`config.mk`:
```
export PLATFORM = sky130hd
export DESIGN_NAME = huffman_table_sequencer
export DESIGN_NICKNAME = d
export VERILOG_FILES = /design/src/rtl/huffman_table_sequencer_pkg.sv /design/src/rtl/huffman_table_sequencer_fixed_len_rom.sv /design/src/rtl/huffman_table_sequencer.sv
export SDC_FILE = /design/constraint.sdc
export NUM_CORES = 1
export LEC_CHECK = 0
export ABC_AREA = 1
export CORE_MARGIN = 5
export CORE_UTILIZATION = 51
export CTS_BUF_LIST = sky130_fd_sc_hd__clkbuf_16
export DETAILED_ROUTE_END_ITERATION = 6
export PLACE_DENSITY = 0.74
export SLEW_MARGIN = 0
export SYNTH_ARGS = -nofsm -noshare
export SYNTH_HDL_FRONTEND = slang
export SYNTH_SLANG_ARGS = --single-unit
```
`constraint.sdc`:
```
create_clock -name clk -period 7.3 [get_ports clk]
set_input_delay 1.46 -clock clk [delete_from_list [all_inputs] [get_ports clk]]
set_output_delay 1.46 -clock clk [all_outputs]
set_load 0.01 [all_outputs]
```
`src/rtl/huffman_table_sequencer_pkg.sv`:
```
// Shared definitions for the DEFLATE Huffman table setup sequencer:
// state encoding, block-type codes and the fixed-table length boundaries.
package huffman_table_sequencer_pkg;

   typedef enum logic [2:0] {
      ST_IDLE  = 3'd0,
      ST_FIXED = 3'd1,
      ST_LOAD  = 3'd2,
      ST_PAD   = 3'd3,
      ST_BUILD = 3'd4,
      ST_READY = 3'd5
   } state_t;

   localparam logic [1:0] BTYPE_FIXED = 2'd1;
   localparam logic [1:0] BTYPE_DYN   = 2'd2;

   localparam logic [8:0] FIXED_BND_0    = 9'd144;
   localparam logic [8:0] FIXED_BND_1    = 9'd256;
   localparam logic [8:0] FIXED_BND_2    = 9'd280;
   localparam logic [3:0] FIXED_DIST_LEN = 4'd5;

   localparam logic [8:0] HLIT_MIN  = 9'd257;
   localparam logic [8:0] HLIT_MAX  = 9'd286;
   localparam logic [5:0] HDIST_MIN = 6'd1;
   localparam logic [5:0] HDIST_MAX = 6'd30;

   function automatic logic dyn_params_ok(input logic [8:0] hlit, input logic [5:0] hdist);
      return (hlit >= HLIT_MIN) && (hlit <= HLIT_MAX) &&
             (hdist >= HDIST_MIN) && (hdist <= HDIST_MAX);
   endfunction

endpackage

```
`src/rtl/huffman_table_sequencer_fixed_len_rom.sv`:
```
// Fixed-Huffman literal/length code length lookup (address -> length).
module huffman_table_sequencer_fixed_len_rom
   import huffman_table_sequencer_pkg::*;
(
   input  logic [8:0] addr,
   output logic [3:0] len
);

   // Piecewise-constant length table of the fixed literal/length code.
   always_comb begin
      if (addr < FIXED_BND_0) begin
         len = 4'd8;
      end else if (addr < FIXED_BND_1) begin
         len = 4'd9;
      end else if (addr < FIXED_BND_2) begin
         len = 4'd7;
      end else begin
         len = 4'd8;
      end
   end

endmodule

```
`src/rtl/huffman_table_sequencer.sv`:
```
// Sequences code-length writes into the lit/len and distance table builders,
// for fixed or dynamic blocks, then runs the builders until both report done.
module huffman_table_sequencer
   import huffman_table_sequencer_pkg::*;
#(
   parameter int LITCODES  = 288,
   parameter int DISTCODES = 32,
   parameter int CODEBITS  = 5
) (
   input  logic                clk,
   input  logic                rstn,
   input  logic                start,
   input  logic [1:0]          btype,
   input  logic [8:0]          hlit,
   input  logic [5:0]          hdist,
   input  logic                len_valid,
   output logic                len_ready,
   input  logic [3:0]          len_data,
   input  logic                abort,
   input  logic                block_end,
   output logic                busy,
   output logic                tables_ready,
   output logic                err,
   output logic                lit_wren,
   output logic [8:0]          lit_wraddr,
   output logic [CODEBITS-1:0] lit_wrdata,
   output logic                lit_run,
   input  logic                lit_done,
   output logic                dist_wren,
   output logic [4:0]          dist_wraddr,
   output logic [CODEBITS-1:0] dist_wrdata,
   output logic                dist_run,
   input  logic                dist_done
);

   localparam logic [8:0] LIT_LAST  = 9'(LITCODES - 1);
   localparam logic [5:0] DIST_LAST = 6'(DISTCODES - 1);
   localparam logic [8:0] DIST_CNT9 = 9'(DISTCODES);

   state_t              state_r, next_state_s;
   logic [8:0]          hlit_r, next_hlit_s;
   logic [5:0]          hdist_r, next_hdist_s;
   logic [8:0]          lit_ptr_r, next_lit_ptr_s;
   logic [5:0]          dist_ptr_r, next_dist_ptr_s;
   logic [8:0]          xfer_cnt_r, next_xfer_cnt_s;
   logic                lit_done_l_r, next_lit_done_l_s;
   logic                dist_done_l_r, next_dist_done_l_s;
   logic                len_ready_r, next_len_ready_s;
   logic                busy_r, next_busy_s;
   logic                tables_ready_r, next_tables_ready_s;
   logic                err_r, next_err_s;
   logic                run_r, next_run_s;
   logic                lit_wren_r, next_lit_wren_s;
   logic [8:0]          lit_wraddr_r, next_lit_wraddr_s;
   logic [CODEBITS-1:0] lit_wrdata_r, next_lit_wrdata_s;
   logic                dist_wren_r, next_dist_wren_s;
   logic [4:0]          dist_wraddr_r, next_dist_wraddr_s;
   logic [CODEBITS-1:0] dist_wrdata_r, next_dist_wrdata_s;
   logic [8:0]          rom_addr_s;
   logic [3:0]          rom_len_s;
   logic [8:0]          last_idx_s;

   // Entering FIXED from IDLE issues address 0, so the ROM sees 0 outside FIXED.
   assign rom_addr_s = (state_r == ST_FIXED) ? lit_ptr_r : 9'd0;
   assign last_idx_s = hlit_r + 9'(hdist_r) - 9'd1;

   huffman_table_sequencer_fixed_len_rom u_fixed_len_rom (
      .addr (rom_addr_s),
      .len  (rom_len_s)
   );

   // Next-state and next-output decode; every output is registered from here,
   // so writes and run appear in the same cycle as the state that owns them.
   always_comb begin
      next_state_s        = state_r;
      next_hlit_s         = hlit_r;
      next_hdist_s        = hdist_r;
      next_lit_ptr_s      = lit_ptr_r;
      next_dist_ptr_s     = dist_ptr_r;
      next_xfer_cnt_s     = xfer_cnt_r;
      next_lit_done_l_s   = lit_done_l_r;
      next_dist_done_l_s  = dist_done_l_r;
      next_len_ready_s    = 1'b0;
      next_busy_s         = 1'b0;
      next_tables_ready_s = 1'b0;
      next_err_s          = 1'b0;
      next_run_s          = 1'b0;
      next_lit_wren_s     = 1'b0;
      next_lit_wraddr_s   = lit_wraddr_r;
      next_lit_wrdata_s   = lit_wrdata_r;
      next_dist_wren_s    = 1'b0;
      next_dist_wraddr_s  = dist_wraddr_r;
      next_dist_wrdata_s  = dist_wrdata_r;

      if (abort) begin
         next_state_s       = ST_IDLE;
         next_lit_ptr_s     = 9'd0;
         next_dist_ptr_s    = 6'd0;
         next_xfer_cnt_s    = 9'd0;
         next_lit_done_l_s  = 1'b0;
         next_dist_done_l_s = 1'b0;
      end else begin
         case (state_r)
            ST_IDLE: begin
               next_lit_ptr_s     = 9'd0;
               next_dist_ptr_s    = 6'd0;
               next_xfer_cnt_s    = 9'd0;
               next_lit_done_l_s  = 1'b0;
               next_dist_done_l_s = 1'b0;
               if (start) begin
                  next_hlit_s  = hlit;
                  next_hdist_s = hdist;
                  if (btype == BTYPE_FIXED) begin
                     next_state_s       = ST_FIXED;
                     next_lit_ptr_s     = 9'd1;
                     next_lit_wren_s    = 1'b1;
                     next_lit_wraddr_s  = 9'd0;
                     next_lit_wrdata_s  = CODEBITS'(rom_len_s);
                     next_dist_wren_s   = 1'b1;
                     next_dist_wraddr_s = 5'd0;
                     next_dist_wrdata_s = CODEBITS'(FIXED_DIST_LEN);
                  end else if ((btype == BTYPE_DYN) && dyn_params_ok(hlit, hdist)) begin
                     next_state_s     = ST_LOAD;
                     next_len_ready_s = 1'b1;
                  end else begin
                     next_err_s = 1'b1;
                  end
               end else begin
                  next_state_s = ST_IDLE;
               end
            end
            ST_FIXED: begin
               if (lit_ptr_r <= LIT_LAST) begin
                  next_lit_wren_s   = 1'b1;
                  next_lit_wraddr_s = lit_ptr_r;
                  next_lit_wrdata_s = CODEBITS'(rom_len_s);
                  next_lit_ptr_s    = lit_ptr_r + 9'd1;
                  if (lit_ptr_r < DIST_CNT9) begin
                     next_dist_wren_s   = 1'b1;
                     next_dist_wraddr_s = 5'(lit_ptr_r);
                     next_dist_wrdata_s = CODEBITS'(FIXED_DIST_LEN);
                  end else begin
                     next_dist_wren_s = 1'b0;
                  end
               end else begin
                  next_state_s   = ST_BUILD;
                  next_run_s     = 1'b1;
                  next_lit_ptr_s = 9'd0;
               end
            end
            ST_LOAD: begin
               next_len_ready_s = 1'b1;
               if (len_valid && len_ready_r) begin
                  if (xfer_cnt_r < hlit_r) begin
                     next_lit_wren_s   = 1'b1;
                     next_lit_wraddr_s = xfer_cnt_r;
                     next_lit_wrdata_s = CODEBITS'(len_data);
                  end else begin
                     next_dist_wren_s   = 1'b1;
                     next_dist_wraddr_s = 5'(xfer_cnt_r - hlit_r);
                     next_dist_wrdata_s = CODEBITS'(len_data);
                  end
                  next_xfer_cnt_s = xfer_cnt_r + 9'd1;
                  if (xfer_cnt_r == last_idx_s) begin
                     next_state_s     = ST_PAD;
                     next_len_ready_s = 1'b0;
                     next_lit_ptr_s   = hlit_r;
                     next_dist_ptr_s  = hdist_r;
                  end else begin
                     next_state_s = ST_LOAD;
                  end
               end else begin
                  next_state_s = ST_LOAD;
               end
            end
            ST_PAD: begin
               if (lit_ptr_r <= LIT_LAST) begin
                  next_lit_wren_s   = 1'b1;
                  next_lit_wraddr_s = lit_ptr_r;
                  next_lit_wrdata_s = {CODEBITS{1'b0}};
                  next_lit_ptr_s    = lit_ptr_r + 9'd1;
               end else begin
                  next_lit_wren_s = 1'b0;
               end
               if (dist_ptr_r <= DIST_LAST) begin
                  next_dist_wren_s   = 1'b1;
                  next_dist_wraddr_s = 5'(dist_ptr_r);
                  next_dist_wrdata_s = {CODEBITS{1'b0}};
                  next_dist_ptr_s    = dist_ptr_r + 6'd1;
               end else begin
                  next_dist_wren_s = 1'b0;
               end
               // Leave only once nothing is left to issue, so no write lands in BUILD.
               if ((lit_ptr_r > LIT_LAST) && (dist_ptr_r > DIST_LAST)) begin
                  next_state_s    = ST_BUILD;
                  next_run_s      = 1'b1;
                  next_lit_ptr_s  = 9'd0;
                  next_dist_ptr_s = 6'd0;
               end else begin
                  next_state_s = ST_PAD;
               end
            end
            ST_BUILD: begin
               next_run_s         = 1'b1;
               next_lit_done_l_s  = lit_done_l_r | lit_done;
               next_dist_done_l_s = dist_done_l_r | dist_done;
               if (next_lit_done_l_s && next_dist_done_l_s) begin
                  next_state_s        = ST_READY;
                  next_tables_ready_s = 1'b1;
               end else begin
                  next_state_s = ST_BUILD;
               end
            end
            ST_READY: begin
               if (block_end) begin
                  next_state_s       = ST_IDLE;
                  next_lit_done_l_s  = 1'b0;
                  next_dist_done_l_s = 1'b0;
               end else begin
                  next_run_s          = 1'b1;
                  next_tables_ready_s = 1'b1;
               end
            end
            default: begin
               next_state_s = ST_IDLE;
            end
         endcase
      end
      next_busy_s = (next_state_s != ST_IDLE);
   end

   // State, counters, done latches and all registered outputs.
   always_ff @(posedge clk or negedge rstn) begin
      if (!rstn) begin
         state_r        <= ST_IDLE;
         hlit_r         <= 9'd0;
         hdist_r        <= 6'd0;
         lit_ptr_r      <= 9'd0;
         dist_ptr_r     <= 6'd0;
         xfer_cnt_r     <= 9'd0;
         lit_done_l_r   <= 1'b0;
         dist_done_l_r  <= 1'b0;
         len_ready_r    <= 1'b0;
         busy_r         <= 1'b0;
         tables_ready_r <= 1'b0;
         err_r          <= 1'b0;
         run_r          <= 1'b0;
         lit_wren_r     <= 1'b0;
         lit_wraddr_r   <= 9'd0;
         lit_wrdata_r   <= {CODEBITS{1'b0}};
         dist_wren_r    <= 1'b0;
         dist_wraddr_r  <= 5'd0;
         dist_wrdata_r  <= {CODEBITS{1'b0}};
      end else begin
         state_r        <= next_state_s;
         hlit_r         <= next_hlit_s;
         hdist_r        <= next_hdist_s;
         lit_ptr_r      <= next_lit_ptr_s;
         dist_ptr_r     <= next_dist_ptr_s;
         xfer_cnt_r     <= next_xfer_cnt_s;
         lit_done_l_r   <= next_lit_done_l_s;
         dist_done_l_r  <= next_dist_done_l_s;
         len_ready_r    <= next_len_ready_s;
         busy_r         <= next_busy_s;
         tables_ready_r <= next_tables_ready_s;
         err_r          <= next_err_s;
         run_r          <= next_run_s;
         lit_wren_r     <= next_lit_wren_s;
         lit_wraddr_r   <= next_lit_wraddr_s;
         lit_wrdata_r   <= next_lit_wrdata_s;
         dist_wren_r    <= next_dist_wren_s;
         dist_wraddr_r  <= next_dist_wraddr_s;
         dist_wrdata_r  <= next_dist_wrdata_s;
      end
   end

   assign len_ready    = len_ready_r;
   assign busy         = busy_r;
   assign tables_ready = tables_ready_r;
   assign err          = err_r;
   assign lit_wren     = lit_wren_r;
   assign lit_wraddr   = lit_wraddr_r;
   assign lit_wrdata   = lit_wrdata_r;
   assign lit_run      = run_r;
   assign dist_wren    = dist_wren_r;
   assign dist_wraddr  = dist_wraddr_r;
   assign dist_wrdata  = dist_wrdata_r;
   assign dist_run     = run_r;

endmodule
```
==> key figures, run 1 <==
Pwr
  – Combinational fraction of design power: 26.1%
  – Leak pwr: 2.88 nW
  – Net Sw Power: 0.375 mW
  – Pwr Density: 203 mW/mm^2
  – Clock power frac: 36.5%
  – Seq pwr share: 37.4%
  – P_int: 0.805 mW
  – Sw frac: 31.8%
  – Max VDD drop: 0.165 mV

Cells and area
  – Layout cell share with drive strength beyond 1: 7.65%
  – Final net count: 772
  – Util after Layout: 62.8%
  – Commonest non-fill, non-tap cell in the layout: nand2_1
  – Diode count: 0
  – Area grow syn2layout: 19.6%
  – Non-Filler Instances: 848
  – Final Cell Area: 0.00580 sq mm
  – Sequential Area: 0.00183 sq mm
  – Fillers: 857
  – Multi-input logic area: 0.00255 sq mm
  – Commonest cells after routing, fill and taps aside: nand2_1, inv_1, dfrtp_1

Setup path
  – CP Capture Type: register
  – Slowest CP cell: clkdlybuf4s50_1
  – Crit-path max FO: 35
  – Top delay family on crit path: buffers and inverters
  – WS Path Type: in -> reg
  – CP Buf/Inv Count: 3
  – Req. time, crit path: 7.52 ns
  – Worst EP arrival: 3.51 ns
  – CP Launch Type: primary input
  – Max incr delay on CP: 0.61 ns
  – CP cell instances: clkdlybuf4s50_1 -> clkinv_1 -> buf_4 -> nand2_1 -> o21ai_0

Global route
  – First-pass GRT wire length: 22,000 microns
  – Total gr overflow: 0
  – Vias in the first global route: 4,507
  – Initial antenna violation count: 0
  – GR Util All Layers: 23.9%
  – Largest net degree at the start of global routing: 74

Timing
  – PnR worst setup slack: 4.01 ns
  – Worst slew pin tran: 0.917 ns
  – Final setup viols: 0
  – Worst slew margin: 38.9%
  – Final Hold Vio Count: 0
  – Final Skew: 0.0137 ns
  – Setup TNS: 0 ns
  – RSZ-0062 raised after global routing: false
  – Minimum clock period: 3.29 ns
  – Fmax achieved: 0.304 GHz
  – Crit share post-route: 45.0%
  – Final Max Slew Viols: 0

Synth
  – Post-synthesis sequential area ratio: 37.7%
  – Cells after Synth: 661
  – Synth cell types: 48
  – Leading area contributor after synthesis: dfrtp_1
  – Number of synthesis warnings: 0
  – Top_reg_cell synth: dfrtp_1
  – Synth Cell Area: 0.00485 sq mm
  – Ys async rst share: 100%
  – Syn_area_per_cell: 7.34 sq um
  – Synth area leaders: dfrtp_1, nand2_1, inv_1
  – Number of synthesized flops with an enable pin: 0
  – Post-synth top area share: 37.7%
  – Register bit count reported by yosys: 73

Clock network
  – TritonCTS Sinks: 73
  – Post-CTS Setup Inserts: 0
  – Number of buffers created by CTS: 9
  – Worst-Skew Late Latency: 0.33 ns
  – H-tree depth: 3
  – Root buf cell: clkbuf_16
  – TritonCTS clock tree: done
  – Post-CTS Hold Fix Bufs: 0
  – CTS Buffer Depth: 2
  – Clk slew on worst S/H paths: 0.06 ns
  – # resized after CTS: 0

Route
  – Via count: 4,587
  – Routed Antenna Nets: 0
  – DRC: 0
  – DRT iter0 DRCs: 268
  – Routed wire length: 13,100 microns
  – DR vias/cell: 5.41
  – Drt pass-1 iters: 7
  – Drt wl/cell: 15.4 microns

Die
  – Starting density of the core: 52.5%
  – Core Area: 0.00924 sq mm
  – Row count: 35
  – Top Ports: 61
  – Die Ht: 108 microns
  – Die W: 108 microns
  – Die Footprint: 0.0116 sq mm

Place
  – DP Area: 0.00552 sq mm
  – Gpl congestion: 0.880
  – HPWL Detailed: 10,100 microns
  – Worst slack at placement: 3.73 ns
  – # port buffers: 58
  – Placed cell count: 834

Worst hold path
  – Worst min path class: reg -> reg

Run
  – Max cap viols: 0

Outcome
  – Status: complete, no violations
==> metrics by stage <==
step	power, mW	hold slack [ns]
final	1.18	0.480
after global routing	1.25	0.513
after detailed placement	0.755	0.473
after CTS	1.18	0.487
after floorplan	0.656	0.453
after global placement	0.748	0.463
==> area by class of cell <==
cell class / instances / share of cell area [%]
multi-input combinational: 470 / 44.0
sequential: 73 / 31.5
timing repair buffer: 60 / 10.2
inverter: 102 / 6.60
clock buffer: 9 / 3.88
tap: 129 / 2.78
clock inverter: 5 / 1.01
==> worst paths after layout <==
check	from	to	slack, ns	depth (start not counted)
setup / recovery	abort	hlit_r[4]	4.01	5
hold / removal	dist_wrdata[2]	dist_wrdata[2]	0.48	2
setup reg to reg	hlit_r[1]	lit_ptr_r[0]	4.10	19
hold reg to reg	dist_wrdata[2]	dist_wrdata[2]	0.48	2
max in group asynchronous	rstn	xfer_cnt_r[4]	5.35	2
min in group asynchronous	rstn	dist_wraddr[0]	1.35	2
==> Yosys cell counts, drive strengths merged (3+ instances only) <==
master,instances
nand4,20
o21ai,42
ha,25
nand3,48
dfrtp,73
a21oi,40
nand2,188
nor4,3
o22ai,9
inv,101
xnor2,3
nor3b,4
clkbuf,10
xor2,10
nor3,13
nor2,43
buf,7
o21a,3
==> tightest hold or removal path: cells and delay by family (launching register included) <==
family	cells	cell delay, ns
AND/OR/NAND/NOR	2	0.12
flip-flops	1	0.34
==> power by group through the flow <==
stage	sequential [mW]	combinational [mW]	clock [mW]
finish	0.441	0.308	0.431
global route	0.443	0.353	0.452
CTS	0.441	0.310	0.433
detailed placement	0.448	0.307	0
global placement	0.447	0.301	0
floorplan	0.446	0.209	0
==> sequential cells by signal (all words and copies together), names as in the netlist, 3 cells and up <==
register / flops
lit_wrdata: 4
dist_ptr_r: 6
hlit_r: 9
dist_wrdata: 4
lit_wraddr: 9
hdist_r: 6
lit_ptr_r: 9
dist_wraddr: 5
state_r: 3
xfer_cnt_r: 9
==> per-layer routing <==
layer	up-vias	global-route usage, %	routed length, microns	share of wire [%]
met4	0	8.66	354	2.7
met2	175	39.5	6220	47
met3	23	4.32	875	6.7
li1	2266	-	-	-
met5	-	0	0	0
met1	2123	31.2	5640	43
==> cells by family (layout without fill, tap and decap cells) <==
family	Yosys count	after routing	synth area share [%]
buffers and inverters	119	176	9.78
flip-flops	73	73	37.7
adder cells (fa/ha/maj)	27	27	7.27
AO/OA/AOI/OAI	106	106	12.9
XOR/XNOR	13	13	2.35
other	1	2	0.0773
AND/OR/NAND/NOR	322	322	29.9
No activity file was read; power rests on OpenSTA's default activity.
==> run 2, diff against run 1 <==
clock period = 3.3 ns   (was 7.3 ns; I/O delays follow)
==> key figures, run 2 (synthesized netlist as in run 1, its figures left out) <==
Clock network
  – Clk slew on worst S/H paths: 0.06 ns
  – Number of buffers created by CTS: 9
  – Worst-Skew Late Latency: 0.34 ns
  – Root buf cell: clkbuf_16
  – TritonCTS clock tree: done
  – H-tree depth: 3
  – CTS Buffer Depth: 2
  – Post-CTS Hold Fix Bufs: 0
  – TritonCTS Sinks: 73

Timing
  – Final Hold Vio Count: 0
  – Crit share post-route: 91.3%
  – Worst slew margin: 52.1%
  – RSZ-0062 raised after global routing: false
  – Fmax achieved: 0.332 GHz
  – Worst slew pin tran: 0.718 ns
  – Final setup viols: 0
  – Hold_ws: 0.370 ns
  – Final Max Slew Viols: 0
  – PnR worst setup slack: 0.287 ns
  – Final Skew: 0.00684 ns
  – Setup TNS: 0 ns
  – Minimum clock period: 3.01 ns

Setup path
  – Worst EP arrival: 3.24 ns
  – WS Path Type: reg -> reg
  – CP Launch Type: register
  – Max incr delay on CP: 0.51 ns
  – Crit-path max FO: 18
  – Most used cell, CP: nand2_1
  – CP cell instances: inv_1 -> ha_1 -> inv_1 -> ha_1 -> inv_1 -> fa_1 -> inv_1 -> nand2_1 -> nand2_1 -> nor2_1 -> nand2_1 -> nor2_1 -> nand2_1 -> nor2_1 -> nand3_1 -> nand2_4 -> nand2_2 -> nand3_1 -> nand2_1
  – Req. time, crit path: 3.52 ns
  – CP Capture Type: register
  – Slowest CP cell: fa_1

Cells and area
  – Final net count: 774
  – Commonest non-fill, non-tap cell in the layout: nand2_1
  – Area grow syn2layout: 20.9%
  – Layout cell share with drive strength beyond 1: 8.02%
  – Diode count: 0
  – Commonest cells after routing, fill and taps aside: nand2_1, inv_1, dfrtp_1

Route
  – DRT iter0 DRCs: 290
  – DR vias/cell: 5.52
  – Drt pass-1 iters: 5
  – DRC: 0
  – Drt wl/cell: 15.7 microns
  – Routed wire length: 13,400 microns
  – Routed Antenna Nets: 0
  – Via count: 4,704

Global route
  – Initial antenna violation count: 0
  – First-pass GRT wire length: 22,700 microns
  – GR Util All Layers: 24.5%
  – Largest net degree at the start of global routing: 43
  – Vias in the first global route: 4,606
  – Total gr overflow: 0

Die
  – Die W: 108 microns
  – Die Ht: 108 microns
  – Die Footprint: 0.0116 sq mm
  – Top Ports: 61
  – Starting density of the core: 52.5%
  – Row count: 35
  – Core Area: 0.00924 sq mm

Outcome
  – Status: complete, no violations

Worst hold path
  – Worst min path class: in -> async

Place
  – Worst slack at placement: 0.278 ns
  – # port buffers: 58
  – Gpl congestion: 0.926
  – HPWL Detailed: 10,200 microns

Pwr
  – Pwr Density: 464 mW/mm^2
  – Seq pwr share: 35.8%
  – P_int: 1.87 mW
  – Clock power frac: 39.2%
  – Sw frac: 31.3%
  – Combinational fraction of design power: 25.0%
  – Max VDD drop: 0.334 mV
  – Net Sw Power: 0.853 mW
  – Leak pwr: 2.91 nW

Run
  – Max cap viols: 0
run 2: worst max-delay path: cells and delay by family (launching register included):
kind / cells / cell delay [ns]
adders and majority gates: 3 / 0.97
and+or+nand+nor: 12 / 1.19
buffers and inverters: 4 / 0.37
DFF: 1 / 0.37
run 2: layout make-up:
cell class              count  area, sq um
flip-flops and latches     73         1830
well taps                 129          161
repair buffers             62          618
fillers                   823         3370
multi-input cells         470         2560
clock buffers               9          225
inverters                 102          383
clock inverters             7         93.8
run 2: worst paths after layout:
path,to,slack [ns],depth (start not counted),from
min in group clk,dist_wrdata[1],0.48,2,dist_wrdata[1]
max reg2reg,lit_ptr_r[5],0.29,19,hlit_r[1]
max in group asynchronous,dist_ptr_r[0],2.24,2,rstn
min reg2reg,dist_wrdata[1],0.48,2,dist_wrdata[1]
max,lit_ptr_r[5],0.29,19,hlit_r[1]
min,dist_wraddr[1],0.37,1,rstn
run 2: what timing repair did:
item | 4_1_cts | 5_1_grt
gates resized for setup | 0 | 1
endpoints found under the setup margin | 0 | 9
buffers inserted | 0 | 0
run 2: power groups by stage:
stage          Sequential [mW]  Combinational [mW]  Clock [mW]
2_1_floorplan            0.988               0.463           0
3_3_place_gp             0.987               0.659           0
5_1_grt                  0.979               0.789        1.11
4_1_cts                  0.973               0.679        1.07
3_5_place_dp             0.989               0.676           0
6_report                 0.974               0.682        1.07
run 2: routing by layer:
layer  track usage [%]  share of wire (%)
met1              32.1                 42
met2              41.3                 49
met3              4.26                6.9
met4              7.66                2.1
met5                 0                  0
run 2: metrics by stage:
stage               std cells  total power [mW]  util, %  cell area [sq um]
finish                    852              2.72     63.5               5870
global route              852              2.88     63.5               5870
CTS                       852              2.73     63.4               5860
global placement          836              1.65     60.0               5540
detailed placement        836              1.67     60.0               5540
floorplan                 662              1.45        -               4850
==> run 3, diff against run 2 <==
PLACE_DENSITY = 0.77   (was 0.74)
clock period = 2.5 ns   (was 3.3 ns; I/O delays follow)
==> key figures, run 3 (synthesized netlist as in run 1, its figures left out) <==
Outcome
  – Status: complete, but fails checks
  – Violated checks: negative setup slack

Route
  – Via count: 4,775
  – DRC: 0
  – Routed Antenna Nets: 0
  – Routed wire length: 13,900 microns
  – DRT iter0 DRCs: 451
  – Drt wl/cell: 15.8 microns
  – DR vias/cell: 5.44
  – Drt pass-1 iters: 5

Setup path
  – Most used cell, CP: nand2_1
  – WS Path Type: reg -> reg
  – Max incr delay on CP: 0.50 ns
  – CP Buf/Inv Count: 5
  – Req. time, crit path: 2.77 ns
  – CP Depth: 19
  – Register-to-Register Path Depth: 19
  – Top delay family on crit path: simple AND/OR/NAND/NOR gates
  – CP Launch Type: register
  – CP Capture Type: register
  – Slowest CP cell: fa_1
  – Crit-path max FO: 6
  – Worst EP arrival: 2.89 ns
  – CP cell instances: inv_2 -> ha_4 -> inv_4 -> ha_4 -> inv_2 -> fa_1 -> inv_1 -> nand2_1 -> nand2_1 -> nor2_1 -> nand2_1 -> nor2_1 -> nand2_1 -> nor2_2 -> nand3_4 -> nand2_8 -> buf_6 -> nand4_1 -> nand2_1

Die
  – Die Ht: 108 microns
  – Core Area: 0.00924 sq mm
  – Row count: 35
  – Top Ports: 61
  – Starting density of the core: 52.5%
  – Die W: 108 microns
  – Die Footprint: 0.0116 sq mm

Timing
  – Final Hold Vio Count: 0
  – PnR worst setup slack: -0.124 ns
  – Final Max Slew Viols: 0
  – RSZ-0062 raised after global routing: true
  – Fmax achieved: 0.381 GHz
  – Final setup viols: 18
  – Minimum clock period: 2.62 ns
  – Final Skew: 0.00899 ns
  – Crit share post-route: 105%
  – Worst slew pin tran: 0.553 ns
  – Worst slew margin: 63.1%

Clock network
  – Number of buffers created by CTS: 9
  – Worst-Skew Late Latency: 0.34 ns
  – TritonCTS clock tree: done
  – Root buf cell: clkbuf_16
  – CTS Buffer Depth: 2
  – H-tree depth: 3
  – TritonCTS Sinks: 73
  – Clk slew on worst S/H paths: 0.06 ns

Place
  – # port buffers: 58
  – DP Area: 0.00569 sq mm
  – HPWL Detailed: 10,500 microns
  – Worst slack at placement: -0.244 ns
  – Placed cell count: 856
  – Gpl congestion: 0.908

Global route
  – Vias in the first global route: 4,693
  – Total gr overflow: 0
  – Largest net degree at the start of global routing: 52
  – First-pass GRT wire length: 23,200 microns
  – Initial antenna violation count: 0
  – GR Util All Layers: 25.2%

Cells and area
  – Sequential Area: 0.00183 sq mm
  – Non-Filler Instances: 878
  – Fillers: 763
  – Diode count: 0
  – Multi-input logic area: 0.00264 sq mm
  – Commonest non-fill, non-tap cell in the layout: nand2_1
  – Area grow syn2layout: 27.2%
  – Final net count: 800
  – Commonest cells after routing, fill and taps aside: nand2_1, inv_1, dfrtp_1
  – Final Cell Area: 0.00617 sq mm
  – Layout cell share with drive strength beyond 1: 12.7%

Pwr
  – Max VDD drop: 0.388 mV
  – Pwr Density: 618 mW/mm^2
  – Leak pwr: 3.05 nW

Worst hold path
  – Worst min path class: in -> async

Run
  – Max cap viols: 0
[run 3: layer usage]
| metal | vias up | part of all wire, % | track usage (%) |
|---|---|---|---|
| met1 | 2228 | 44 | 33.6 |
| met2 | 195 | 48 | 40.9 |
| met4 | 0 | 2.1 | 8.48 |
| met5 | - | 0 | 0 |
| met3 | 31 | 6.0 | 5.16 |
| li1 | 2321 | - | - |
[run 3: final timing paths]
kind | from | to | slack, ns
worst max-delay path | hlit_r[1] | lit_ptr_r[4] | -0.12
worst min-delay path | rstn | dist_ptr_r[3] | 0.15
worst max register to register | hlit_r[1] | lit_ptr_r[4] | -0.12
worst min register to register | dist_wrdata[0] | dist_wrdata[0] | 0.47
max in group asynchronous | rstn | xfer_cnt_r[3] | 1.69
min in group clk | dist_wrdata[0] | dist_wrdata[0] | 0.47
[run 3: layout make-up]
cell class	count	share of cell area (%)
flip-flops and latches	73	29.6
clock buffers	9	3.65
repair buffers	87	13.2
clock inverters	7	1.78
inverters	102	6.25
well taps	129	2.62
multi-input cells	471	42.9
[run 3: through the flow]
stage	util (%)	hold WS (ns)	setup TNS, ns	power, mW
final	66.8	0.153	-1.69	3.81
after global routing	66.8	0.195	-4.23	4.01
after CTS	65.9	0.167	-2.62	3.77
after detailed placement	61.6	0.464	-3.36	2.26
after global placement	61.6	0.462	-1.73	2.25
after floorplan	-	0.204	0	1.92
[run 3: power breakdown]
part           switching [mW]  internal, mW
registers              0.0371          1.24
logic                   0.613         0.435
clock network           0.515         0.967
total                    1.17          2.65
[run 3: what timing repair did]
item / in CTS / in global routing
hold buffers: 0 / 0
gates cloned: 1 / 0
setup endpoints to repair: 18 / 18
setup buffers: 1 / 4
pin swaps: 13 / 15
resized for setup: 12 / 12
